**src/rtl/actuator_pkg.sv**
```systemverilog
// Shared code points and motor FSM states for the actuator driver.
package actuator_pkg;

    localparam logic [2:0] S0 = 3'b000;
    localparam logic [2:0] L1 = 3'b001;
    localparam logic [2:0] L2 = 3'b010;
    localparam logic [2:0] L3 = 3'b011;
    localparam logic [2:0] R1 = 3'b100;
    localparam logic [2:0] R2 = 3'b101;
    localparam logic [2:0] R3 = 3'b110;
    localparam logic [2:0] RE = 3'b111;

    localparam logic [1:0] STOP = 2'b00;
    localparam logic [1:0] F1   = 2'b01;
    localparam logic [1:0] F2   = 2'b11;
    localparam logic [1:0] B1   = 2'b10;

    typedef enum logic [1:0] {
        M_IDLE = 2'd0,
        M_RUN  = 2'd1,
        M_DEAD = 2'd2
    } motor_state_e;

endpackage

```
**src/rtl/actuator_driver_servo_channel.sv**
```systemverilog
// One servo output: position-code decode, sticky illegal-code fault, per-frame width update, pulse compare.
// ACT_SLEW_EN defined: width moves toward target by at most SLEW_CYC per frame.
module servo_channel
    import actuator_pkg::*;
#(
    parameter int PERIOD_CYC = 1000000,
    parameter int CENTER_CYC = 75000,
    parameter int STEP_CYC   = 12500,
    parameter int SLEW_CYC   = 2500,
    parameter int W          = $clog2(PERIOD_CYC + 1)
) (
    input  logic         clk,
    input  logic         reset,
    input  logic         tick_i,
    input  logic [W-1:0] cnt_i,
    input  logic [2:0]   code_i,
    output logic         pwm_o,
    output logic         fault_o
);

    localparam logic [W-1:0] CENTER_W = W'(CENTER_CYC);
    localparam logic [W-1:0] STEP1_W  = W'(STEP_CYC);
    localparam logic [W-1:0] STEP2_W  = W'(2 * STEP_CYC);
    localparam logic [W-1:0] STEP3_W  = W'(3 * STEP_CYC);
`ifdef ACT_SLEW_EN
    localparam logic [W-1:0] SLEW_W   = W'(SLEW_CYC);
`endif

    if (SLEW_CYC < 1) begin : g_bad_slew
        $error("servo_channel: SLEW_CYC must be at least 1");
    end

    logic [W-1:0] tgt_q, tgt_d;
    logic [W-1:0] cur_q, cur_d;
    logic         fault_q, fault_d;
    logic         pwm_q, pwm_d;

    always_comb begin
        tgt_d   = tgt_q;
        cur_d   = cur_q;
        fault_d = fault_q;
        if (tick_i) begin
            case (code_i)
                S0:      tgt_d = CENTER_W;
                L1:      tgt_d = CENTER_W - STEP1_W;
                L2:      tgt_d = CENTER_W - STEP2_W;
                L3:      tgt_d = CENTER_W - STEP3_W;
                R1:      tgt_d = CENTER_W + STEP1_W;
                R2:      tgt_d = CENTER_W + STEP2_W;
                R3:      tgt_d = CENTER_W + STEP3_W;
                default: fault_d = 1'b1;  // RE: previous target is held
            endcase
`ifdef ACT_SLEW_EN
            if (tgt_d > cur_q)
                cur_d = (tgt_d - cur_q > SLEW_W) ? cur_q + SLEW_W : tgt_d;
            else
                cur_d = (cur_q - tgt_d > SLEW_W) ? cur_q - SLEW_W : tgt_d;
`else
            cur_d = tgt_d;
`endif
        end
        // Compare against the freshly updated width so the new value governs the pulse starting now.
        pwm_d = (cnt_i < cur_d);
    end

    always_ff @(posedge clk or posedge reset) begin
        if (reset) begin
            tgt_q   <= CENTER_W;
            cur_q   <= CENTER_W;
            fault_q <= 1'b0;
            pwm_q   <= 1'b0;
        end else begin
            tgt_q   <= tgt_d;
            cur_q   <= cur_d;
            fault_q <= fault_d;
            pwm_q   <= pwm_d;
        end
    end

    assign pwm_o   = pwm_q;
    assign fault_o = fault_q;

endmodule

```
**src/rtl/actuator_driver.sv**
```systemverilog
// Drives two servo PWM pins and a motor PWM/direction pair from operator-input state codes.
// ACT_SLEW_EN defined: servo widths are slew-limited per frame; undefined: widths jump to target.
module actuator_driver
    import actuator_pkg::*;
#(
    parameter int PERIOD_CYC       = 1000000,
    parameter int CENTER_CYC       = 75000,
    parameter int STEP_CYC         = 12500,
    parameter int SLEW_CYC         = 2500,
    parameter int MOTOR_PERIOD_CYC = 1000,
    parameter int DEADTIME_CYC     = 5000
) (
    input  logic       clk,
    input  logic       reset,
    input  logic [2:0] left_right,
    input  logic [2:0] up_down,
    input  logic [1:0] forward_backward,
    output logic       servo_lr,
    output logic       servo_ud,
    output logic       motor_pwm,
    output logic       motor_dir,
    output logic       fault,
    output logic       frame_tick
);

    localparam int SW = $clog2(PERIOD_CYC + 1);
    localparam int MW = $clog2(MOTOR_PERIOD_CYC + 1);
    localparam int DW = $clog2(DEADTIME_CYC + 1);

    localparam logic [SW-1:0] FRAME_LAST = SW'(PERIOD_CYC - 1);
    localparam logic [MW-1:0] MPER_LAST  = MW'(MOTOR_PERIOD_CYC - 1);
    localparam logic [MW-1:0] DUTY_HALF  = MW'(MOTOR_PERIOD_CYC / 2);
    localparam logic [MW-1:0] DUTY_FULL  = MW'(MOTOR_PERIOD_CYC);
    localparam logic [DW-1:0] DEAD_LAST  = DW'(DEADTIME_CYC - 1);

    if (CENTER_CYC - 3 * STEP_CYC <= 0 || CENTER_CYC + 3 * STEP_CYC >= PERIOD_CYC) begin : g_bad_width
        $error("actuator_driver: CENTER_CYC +/- 3*STEP_CYC must lie strictly inside (0, PERIOD_CYC)");
    end
    if (DEADTIME_CYC < 1 || MOTOR_PERIOD_CYC < 2) begin : g_bad_motor
        $error("actuator_driver: DEADTIME_CYC >= 1 and MOTOR_PERIOD_CYC >= 2 required");
    end

    // Servo frame counter
    logic [SW-1:0] fcnt_q, fcnt_d;
    logic          tick, tick_q;

    assign tick   = (fcnt_q == '0);
    assign fcnt_d = (fcnt_q == FRAME_LAST) ? '0 : fcnt_q + 1'b1;

    always_ff @(posedge clk or posedge reset) begin
        if (reset) begin
            fcnt_q <= '0;
            tick_q <= 1'b0;
        end else begin
            fcnt_q <= fcnt_d;
            tick_q <= tick;
        end
    end

    logic fault_lr, fault_ud;

    servo_channel #(
        .PERIOD_CYC (PERIOD_CYC),
        .CENTER_CYC (CENTER_CYC),
        .STEP_CYC   (STEP_CYC),
        .SLEW_CYC   (SLEW_CYC),
        .W          (SW)
    ) u_lr (
        .clk     (clk),
        .reset   (reset),
        .tick_i  (tick),
        .cnt_i   (fcnt_q),
        .code_i  (left_right),
        .pwm_o   (servo_lr),
        .fault_o (fault_lr)
    );

    servo_channel #(
        .PERIOD_CYC (PERIOD_CYC),
        .CENTER_CYC (CENTER_CYC),
        .STEP_CYC   (STEP_CYC),
        .SLEW_CYC   (SLEW_CYC),
        .W          (SW)
    ) u_ud (
        .clk     (clk),
        .reset   (reset),
        .tick_i  (tick),
        .cnt_i   (fcnt_q),
        .code_i  (up_down),
        .pwm_o   (servo_ud),
        .fault_o (fault_ud)
    );

    // Motor PWM and direction FSM
    logic [MW-1:0] mcnt_q, mcnt_d, duty;
    logic [DW-1:0] dcnt_q, dcnt_d;
    motor_state_e  state_q, state_d;
    logic          dir_q, dir_d, req_dir, mpwm_q, mpwm_d;

    assign mcnt_d = (mcnt_q == MPER_LAST) ? '0 : mcnt_q + 1'b1;

    always_comb begin
        case (forward_backward)
            F1, B1:  duty = DUTY_HALF;
            F2:      duty = DUTY_FULL;
            default: duty = '0;
        endcase
    end

    // A stop request never asks for a reversal.
    assign req_dir = (forward_backward == STOP) ? dir_q : (forward_backward == B1);

    always_comb begin
        state_d = state_q;
        dir_d   = dir_q;
        dcnt_d  = '0;
        case (state_q)
            M_IDLE: begin
                if (forward_backward != STOP)
                    state_d = (req_dir != dir_q) ? M_DEAD : M_RUN;
            end
            M_RUN: begin
                if (forward_backward == STOP)
                    state_d = M_IDLE;
                else if (req_dir != dir_q)
                    state_d = M_DEAD;
            end
            M_DEAD: begin
                dcnt_d = dcnt_q + 1'b1;
                if (dcnt_q == DEAD_LAST) begin
                    dcnt_d  = '0;
                    dir_d   = req_dir;
                    state_d = (forward_backward != STOP) ? M_RUN : M_IDLE;
                end
            end
            default: state_d = M_IDLE;
        endcase
        mpwm_d = (mcnt_q < duty) && (state_q == M_RUN);
    end

    always_ff @(posedge clk or posedge reset) begin
        if (reset) begin
            mcnt_q  <= '0;
            dcnt_q  <= '0;
            state_q <= M_IDLE;
            dir_q   <= 1'b0;
            mpwm_q  <= 1'b0;
        end else begin
            mcnt_q  <= mcnt_d;
            dcnt_q  <= dcnt_d;
            state_q <= state_d;
            dir_q   <= dir_d;
            mpwm_q  <= mpwm_d;
        end
    end

    assign motor_pwm  = mpwm_q;
    assign motor_dir  = dir_q;
    assign fault      = fault_lr | fault_ud;
    assign frame_tick = tick_q;

endmodule

```
**config.mk**
```make
export PLATFORM = sky130hd
export DESIGN_NAME = actuator_driver
export DESIGN_NICKNAME = d
export VERILOG_FILES = /design/src/rtl/actuator_pkg.sv /design/src/rtl/actuator_driver_servo_channel.sv /design/src/rtl/actuator_driver.sv
export SDC_FILE = /design/constraint.sdc
export NUM_CORES = 1
export LEC_CHECK = 0
export BUFFER_PORTS_ARGS = -buffer_cell sky130_fd_sc_hd__buf_4
export CAP_MARGIN = 20
export CORE_MARGIN = 5
export CORE_UTILIZATION = 25
export DETAILED_ROUTE_END_ITERATION = 16
export PLACE_DENSITY_LB_ADDON = 0.15
export SYNTH_ARGS = -nofsm -noshare
export SYNTH_HDL_FRONTEND = slang
export SYNTH_SLANG_ARGS = --single-unit
export TNS_END_PERCENT = 50
```
**constraint.sdc**
```tcl
create_clock -name clk -period 4.7 [get_ports clk]
set_input_delay 0 -clock clk [delete_from_list [all_inputs] [get_ports clk]]
set_output_delay 0 -clock clk [all_outputs]
set_load 0.05 [all_outputs]
```
# After elaboration in Yosys (flattened, before gate mapping)
# Index checks and enable logic that the tools add are counted.
[classes] order_cmp=3 reduce_logical=14 n_bitwise=3 mux=17 add_sub_neg=3 n_eq_ne=24
[ops] cell="one-hot mux 20 bit (7 select lines)" count=2
[ops] cell="two-way mux 20 bit" count=3
[ops] cell="less-than comparator 20 bit" count=2
[ops] cell="two-way mux 13 bit" count=2
[ops] cell="adder 20 x 1 -> 20 bit, second input constant" count=1
[ops] cell="equality test 20 bit, second input constant" count=1
[ops] cell="logical NOT 20 bit" count=1
[ops] cell="one-hot mux 10 bit (2 select lines)" count=1
[ops] cell="equality test 3 bit, second input constant" count=6
[ops] cell="OR reduction 7 bit" count=2
[ops] cell="adder 13 x 1 -> 13 bit, second input constant" count=1
[ops] cell="equality test 13 bit, second input constant" count=1
[ops] cell="equality test 3 x 2 -> 1 bit, second input constant" count=4
[ops] cell="adder 10 x 1 -> 10 bit, second input constant" count=1
[ops] cell="equality test 10 bit, second input constant" count=1
[ops] cell="less-than comparator 10 bit" count=1
[ops] cell="two-way mux 10 bit" count=1
[ops] cell="two-way mux 2 bit" count=5
[ops] cell="equality test 2 bit, second input constant" count=3
[ops] cell="equality test 3 x 1 -> 1 bit, second input constant" count=2
[ops] cell="logical NOT 3 bit" count=2
[ops] cell="one-hot mux 2 bit (3 select lines)" count=1
[ops] cell="AND reduction 2 bit" count=3
[ops] cell="equality test 2 x 1 -> 1 bit, second input constant" count=2
[ops] cell="11 further kinds" count=15
[totals] output_inout_bits=6 inputBits=10 ff_bits=132

# Longest topological paths before layout
[logic_depth] ltp_word=6 ltp_mapped=16 depth_no_buf=14

# Modules after synthesis
# A second synthesis with hierarchy kept.
[unflattened] hier_cells=735 hier_area_um2=7079.3
[by_module_without_submodules] mod="actuator_driver" seq_area_each_um2=1201.2 cells_each=241 instances=1 area_per_inst_um2=2489.9
[by_module_without_submodules] mod="servo_channel at u_lr" seq_area_each_um2=1071.0 cells_each=247 instances=1 area_per_inst_um2=2311.0
[by_module_without_submodules] mod="servo_channel at u_ud" seq_area_each_um2=1071.0 cells_each=247 instances=1 area_per_inst_um2=2278.4

# Worst setup path after synthesis
# No wires, ideal clock.
[synth_timing] kind="reg2reg" startpoint="register fcnt_q[0]" endpoint="register u_lr.pwm_q (netlist: u_lr.pwm_o)" path_slack_ns=1.661 setup_ns=0.126 arrival_ns=2.914 synth_period_minus_slack_ns=3.039 path_stages_with_launch=14 path_cell_list="dfrtp_1 inv_1 ha_1 nor4b_2 nand3b_4 or2_1 buf_6 buf_2 o21a_1 ha_1 nand4_1 or4_1 a21oi_1 nor3_2"
[synth_via] elab_chain_len=3
[synth_lines] item="start: declaration" line_no="actuator_driver.sv:44" rtl="logic [SW-1:0] fcnt_q, fcnt_d;"
[synth_lines] item="start signal: assignment" line_no="actuator_driver.sv:55" rtl="fcnt_q <= fcnt_d;"
[synth_lines] item="logical NOT 20 bit" line_no="actuator_driver.sv:47" rtl="assign tick = (fcnt_q == '0);"
[synth_lines] item="two-way mux 20 bit" line_no="actuator_driver_servo_channel.sv:42" rtl="if (tick_i) begin"
[synth_lines] item="less-than comparator 20 bit (*)" line_no="actuator_driver_servo_channel.sv:63" rtl="pwm_d = (cnt_i < cur_d);"
[synth_lines] item="named net u_lr.pwm_d" line_no="actuator_driver_servo_channel.sv:36" rtl="logic pwm_q, pwm_d;"
[synth_lines] item="end signal: assignment" line_no="actuator_driver_servo_channel.sv:76" rtl="pwm_q <= pwm_d;"
[synth_lines] item="end: declaration" line_no="actuator_driver_servo_channel.sv:36"
# Mark *: on every way through the listed nets, which the timed path passes. The rest lies on a longest branch.
# A chain may end at the register's enable or synchronous reset.

# Worst setup path in the final report
[layout_timing] startpoint="register fcnt_q[6]" endpoint="register u_ud.pwm_q (netlist: u_ud.pwm_o)"
[layout_via] elab_chain_len=3
[layout_lines] item="logical NOT 20 bit" line_no="actuator_driver.sv:47"
[layout_lines] item="two-way mux 20 bit" line_no="actuator_driver_servo_channel.sv:42"
[layout_lines] item="less-than comparator 20 bit (*)" line_no="actuator_driver_servo_channel.sv:63"
[layout_lines] item="named net u_ud.pwm_d" line_no="actuator_driver_servo_channel.sv:36"
[layout_lines] item="end signal: assignment" line_no="actuator_driver_servo_channel.sv:76"
[layout_lines] item="end: declaration" line_no="actuator_driver_servo_channel.sv:36"
# Marked as above.

==> metrics.md <==
| Metric | Value |
|---|---|
| Outcome | complete, no violations |
| Non-filler instance count after layout | 1146 |
| Share of the synthesized area in the top cell type | 0.355 |
| TritonCTS sink count | 132 |
| Via count of the first global-routing pass | 4951 |
| Via Count | 4957 |
| Routed wire length per instance | 14.5 um |
| Layout net count | 817 |
| Post-detailed-placement cell area | 7570 sq um |
| CTS tree | done |
| Max FO, Critical Path | 48 |
| Critical path endpoint category | flop |
| Leakage power | 3.91 nW |
| First-pass iteration count of the detailed router | 4 |
| Final Setup Violations | 0 |
| Synthesized instance count | 733 |
| Synthesis-to-finish area growth | 17.4% |
| Worst r2r dst | u_ud.pwm_o$_DFF_PP0_ |
| Average vias per placed instance | 4.33 |
| Setup repair after global routing missed its margin | false |
| GRT Residual Overflow | 0 |
| Final count of pins violating max slew | 0 |
| All-Layer GR Usage | 0.112 |
| Core Box Area | 27800 sq um |
| Maximum number of pins on one net before global-route repair | 91 |
| Worst-margin pin slew | 0.985 ns |
| Sequential area share after synthesis | 0.475 |
| Routed wl met2 | 7250 um |
| Hold path cells | 3 |
| Total number of H-tree levels | 4 |
| Post-route ant nets | 0 |
| Post-synth ARST share | 1.00 |
| Flip-flop and latch count after synthesis | 132 |
| Startpoint of the lowest-slack register-to-register path | fcnt_q[6]$_DFF_PP0_ |
| Root buf cell | clkbuf_16 |
| Post-synth net total | 795 |
| Peak supply drop | 0.207 mV |
| Synth Flop Type | dfrtp_1 |
| FF-to-FF setup slack | 0.90 ns |
| Global-route wire length before repair | 27800 um |
| Number of I/O port buffers | 15 |
| Die span in y | 178 um |
| Detailed route wirelength on metal3 | 367 um |
| Arrival @ worst endpoint | 4.13 ns |
| Total of max-cap violations | 0 |
| Critical Path Sink | u_ud.pwm_o$_DFF_PP0_ |
| Number of enable-type register cells in the synthesized netlist | 0 |
| I/O pin count | 16 |
| Source-to-sink clock delay at the later pin of the worst-skew pair | 0.42 ns |
| Reg2Reg Depth | 11 |
| Total of warnings raised by yosys | 0 |
| Area leader, netlist | dfrtp_1 |
| Highest routing layer actually used | met4 |
| Proportion of layout cells with a drive suffix above 1 | 0.150 |
| Combined area of all synthesized cells | 7050 sq um |
| Startpoint kind of the worst setup timing path | flop |
| Number of antenna cells inserted | 0 |
| Worst path required time | 5.03 ns |
| Number of DRC violations after detailed routing | 0 |
| Placed cell count | 1106 |
| Standard-cell rows | 61 |
| Full die area | 31600 sq um |
| Fin util | 0.298 |
| Antenna violations before repair | 0 |
| Routed wire length | 16600 um |
| Met1 Routed Length | 8810 um |
| Start point of the critical path | fcnt_q[6]$_DFF_PP0_ |
| Power per cell area | 342 nW/um^2 |
| Max Clock Skew | 0.0119 ns |
| Starting DRT DRC Count | 264 |
| Worst Path Class, Setup | reg -> reg |
| Quantity of gates resized following cts | 0 |
| Total Neg Setup Slack | 0 ns |
| Syn_area_per_cell | 9.61 sq um |
| Yosys cell types | 58 |
| Starting Density | 0.254 |
| Final worst-path cycle share | 0.810 |
| Sum of net half-perimeters after detailed placement | 11400 um |
| Summed area of non-filler cells in the final layout | 8270 sq um |
| Final period demand of the worst path | 3.80 ns |
| Maximum clock insertion buffer count | 2 |
| Clock buffers created by TritonCTS | 17 |
| Clock transition at path regs | 0.06 ns |
| Tightest slew margin relative to the limit | 0.343 |
| Final RePlAce weighted congestion | 0.744 |
| F_max | 0.263 GHz |
| Chip width | 178 um |
| Tightest Hold Check Type | in -> reg |
| Count of final hold-check violations | 0 |
| Cells taking the most area after synthesis | dfrtp_1 (36%), dfstp_2 (12%), ha_1 (9.2%) |
==> area by class of cell <==
| cell class | instances | area [sq um] |
|---|---|---|
| fillers | 2975 | 19500 |
| well taps | 378 | 473 |
| clock inverters | 11 | 151 |
| repair buffers | 30 | 243 |
| flip-flops and latches | 132 | 3340 |
| clock buffers | 21 | 470 |
| inverters | 49 | 189 |
| multi-input cells | 525 | 3400 |
==> cell usage after synthesis, types with 2 or more instances <==
| library cell | n |
|---|---|
| mux2i_1 | 14 |
| a22oi_1 | 2 |
| buf_1 | 2 |
| inv_1 | 36 |
| nor3_1 | 6 |
| nor2_2 | 2 |
| and4_1 | 2 |
| o31ai_1 | 2 |
| nand2_1 | 90 |
| nor4_1 | 4 |
| a21o_1 | 19 |
| and2_1 | 2 |
| dfrtp_1 | 100 |
| nor2_1 | 74 |
| a21oi_1 | 38 |
| mux2_2 | 2 |
| o22ai_1 | 5 |
| nand3_1 | 25 |
| nand4_1 | 12 |
| buf_2 | 9 |
| inv_2 | 13 |
| o2bb2ai_1 | 2 |
| o21a_1 | 25 |
| clkbuf_1 | 14 |
| ha_1 | 52 |
| a31oi_1 | 3 |
| a211oi_1 | 5 |
| or2_2 | 3 |
| and3_1 | 7 |
| dfstp_2 | 32 |
| xnor2_1 | 16 |
| o21ai_0 | 33 |
| nor2_4 | 2 |
| o211ai_1 | 4 |
| xor2_1 | 23 |
| nand2b_1 | 9 |
| o211a_1 | 2 |
| nor2b_1 | 18 |
| o31a_1 | 2 |
| or3_1 | 4 |
==> cell families after synthesis <==
kind of cell | after synthesis | synth area share
AO/OA/AOI/OAI | 149 | 0.135
XOR/XNOR | 39 | 0.0485
adder cells (fa/ha/maj) | 52 | 0.0923
buffers and inverters | 76 | 0.0437
flip-flops | 132 | 0.475
multiplexers | 16 | 0.0231
AND/OR/NAND/NOR | 269 | 0.183
==> flip-flops by register name (all words and copies together) (netlist names), 2 cells and up <==
| name | flops |
|---|---|
| dcnt_q | 13 |
| fcnt_q | 20 |
| mcnt_q | 10 |
| state_q | 2 |
| u_lr.cur_q | 20 |
| u_lr.tgt_q | 20 |
| u_ud.cur_q | 20 |
| u_ud.tgt_q | 20 |
==> through the flow <==
step | power [W] | hold slack, ns | setup slack [ns]
2_1_floorplan | 0.00138 | 0.152 | 1.23
3_3_place_gp | 0.00144 | 0.256 | 0.985
3_5_place_dp | 0.00144 | 0.254 | 0.899
4_1_cts | 0.00288 | 0.0122 | 0.895
5_1_grt | 0.00297 | 0.0410 | 0.606
6_report | 0.00282 | 0.0325 | 0.895
==> per-layer routing <==
metal | global-route usage | up-vias
met5 | 0 | -
met4 | 0.0300 | 0
met3 | 0.0236 | 10
met2 | 0.166 | 47
met1 | 0.164 | 2345
li1 | - | 2555
==> layout by cell type (no fill, tap or decap), types with 4 or more instances in the layout <==
cell,n
inv_2,13
a211oi_1,5
nor2_1,74
o22ai_1,5
xnor2_1,16
or2_2,4
mux2i_1,14
o21ai_0,33
and3_1,7
nand3_1,25
xor2_1,23
a21o_1,19
o211ai_1,4
inv_1,35
dfstp_2,32
dfrtp_1,100
nor4_1,4
buf_4,21
ha_1,52
nand2b_1,9
clkbuf_16,17
clkinvlp_4,4
nand4_1,12
nor2b_1,18
a21oi_1,38
or3_1,4
nand2_1,90
nor3_1,6
o21a_1,25
dlygate4sd3_1,8
==> worst min-delay path by stage <==
stage	startpoint	end	slack (ns)
finish	forward_backward[1]	motor_dir$_DFFE_PP0P_	0.03
global placement	reset	frame_tick$_DFF_PP0_	0.26
floorplan	left_right[0]	u_lr.tgt_q[9]$_DFFE_PP0N_	0.15
CTS	forward_backward[1]	motor_dir$_DFFE_PP0P_	0.01
detailed placement	reset	mcnt_q[5]$_DFF_PP0_	0.25
global route	forward_backward[1]	motor_dir$_DFFE_PP0P_	0.04
==> what timing repair did <==
action	4_1_cts	5_1_grt
endpoints found under the hold margin	88	0
buffers inserted	0	0
hold buffers	8	0
==> power by group <==
part | internal, W | leakage, nW | switching, W
Combinational | 0.0000751 | 2.00 | 0.000142
Sequential | 0.00119 | 1.62 | 0.0000170
Clock | 0.000879 | 0.291 | 0.000524
Total | 0.00214 | 3.91 | 0.000683
==> critical path, stage by stage (launching register included) <==
cell and delay (ns):
dfrtp_1 0.47, nor4_1 0.44, nand2_1 0.28, or2_2 0.72, buf_4 0.39, o21a_1 0.24
ha_1 0.30, a21o_1 0.16, a21o_1 0.18, a211oi_1 0.22, o31ai_1 0.13, a31oi_1 0.18
(Power assumes the default switching activity.)
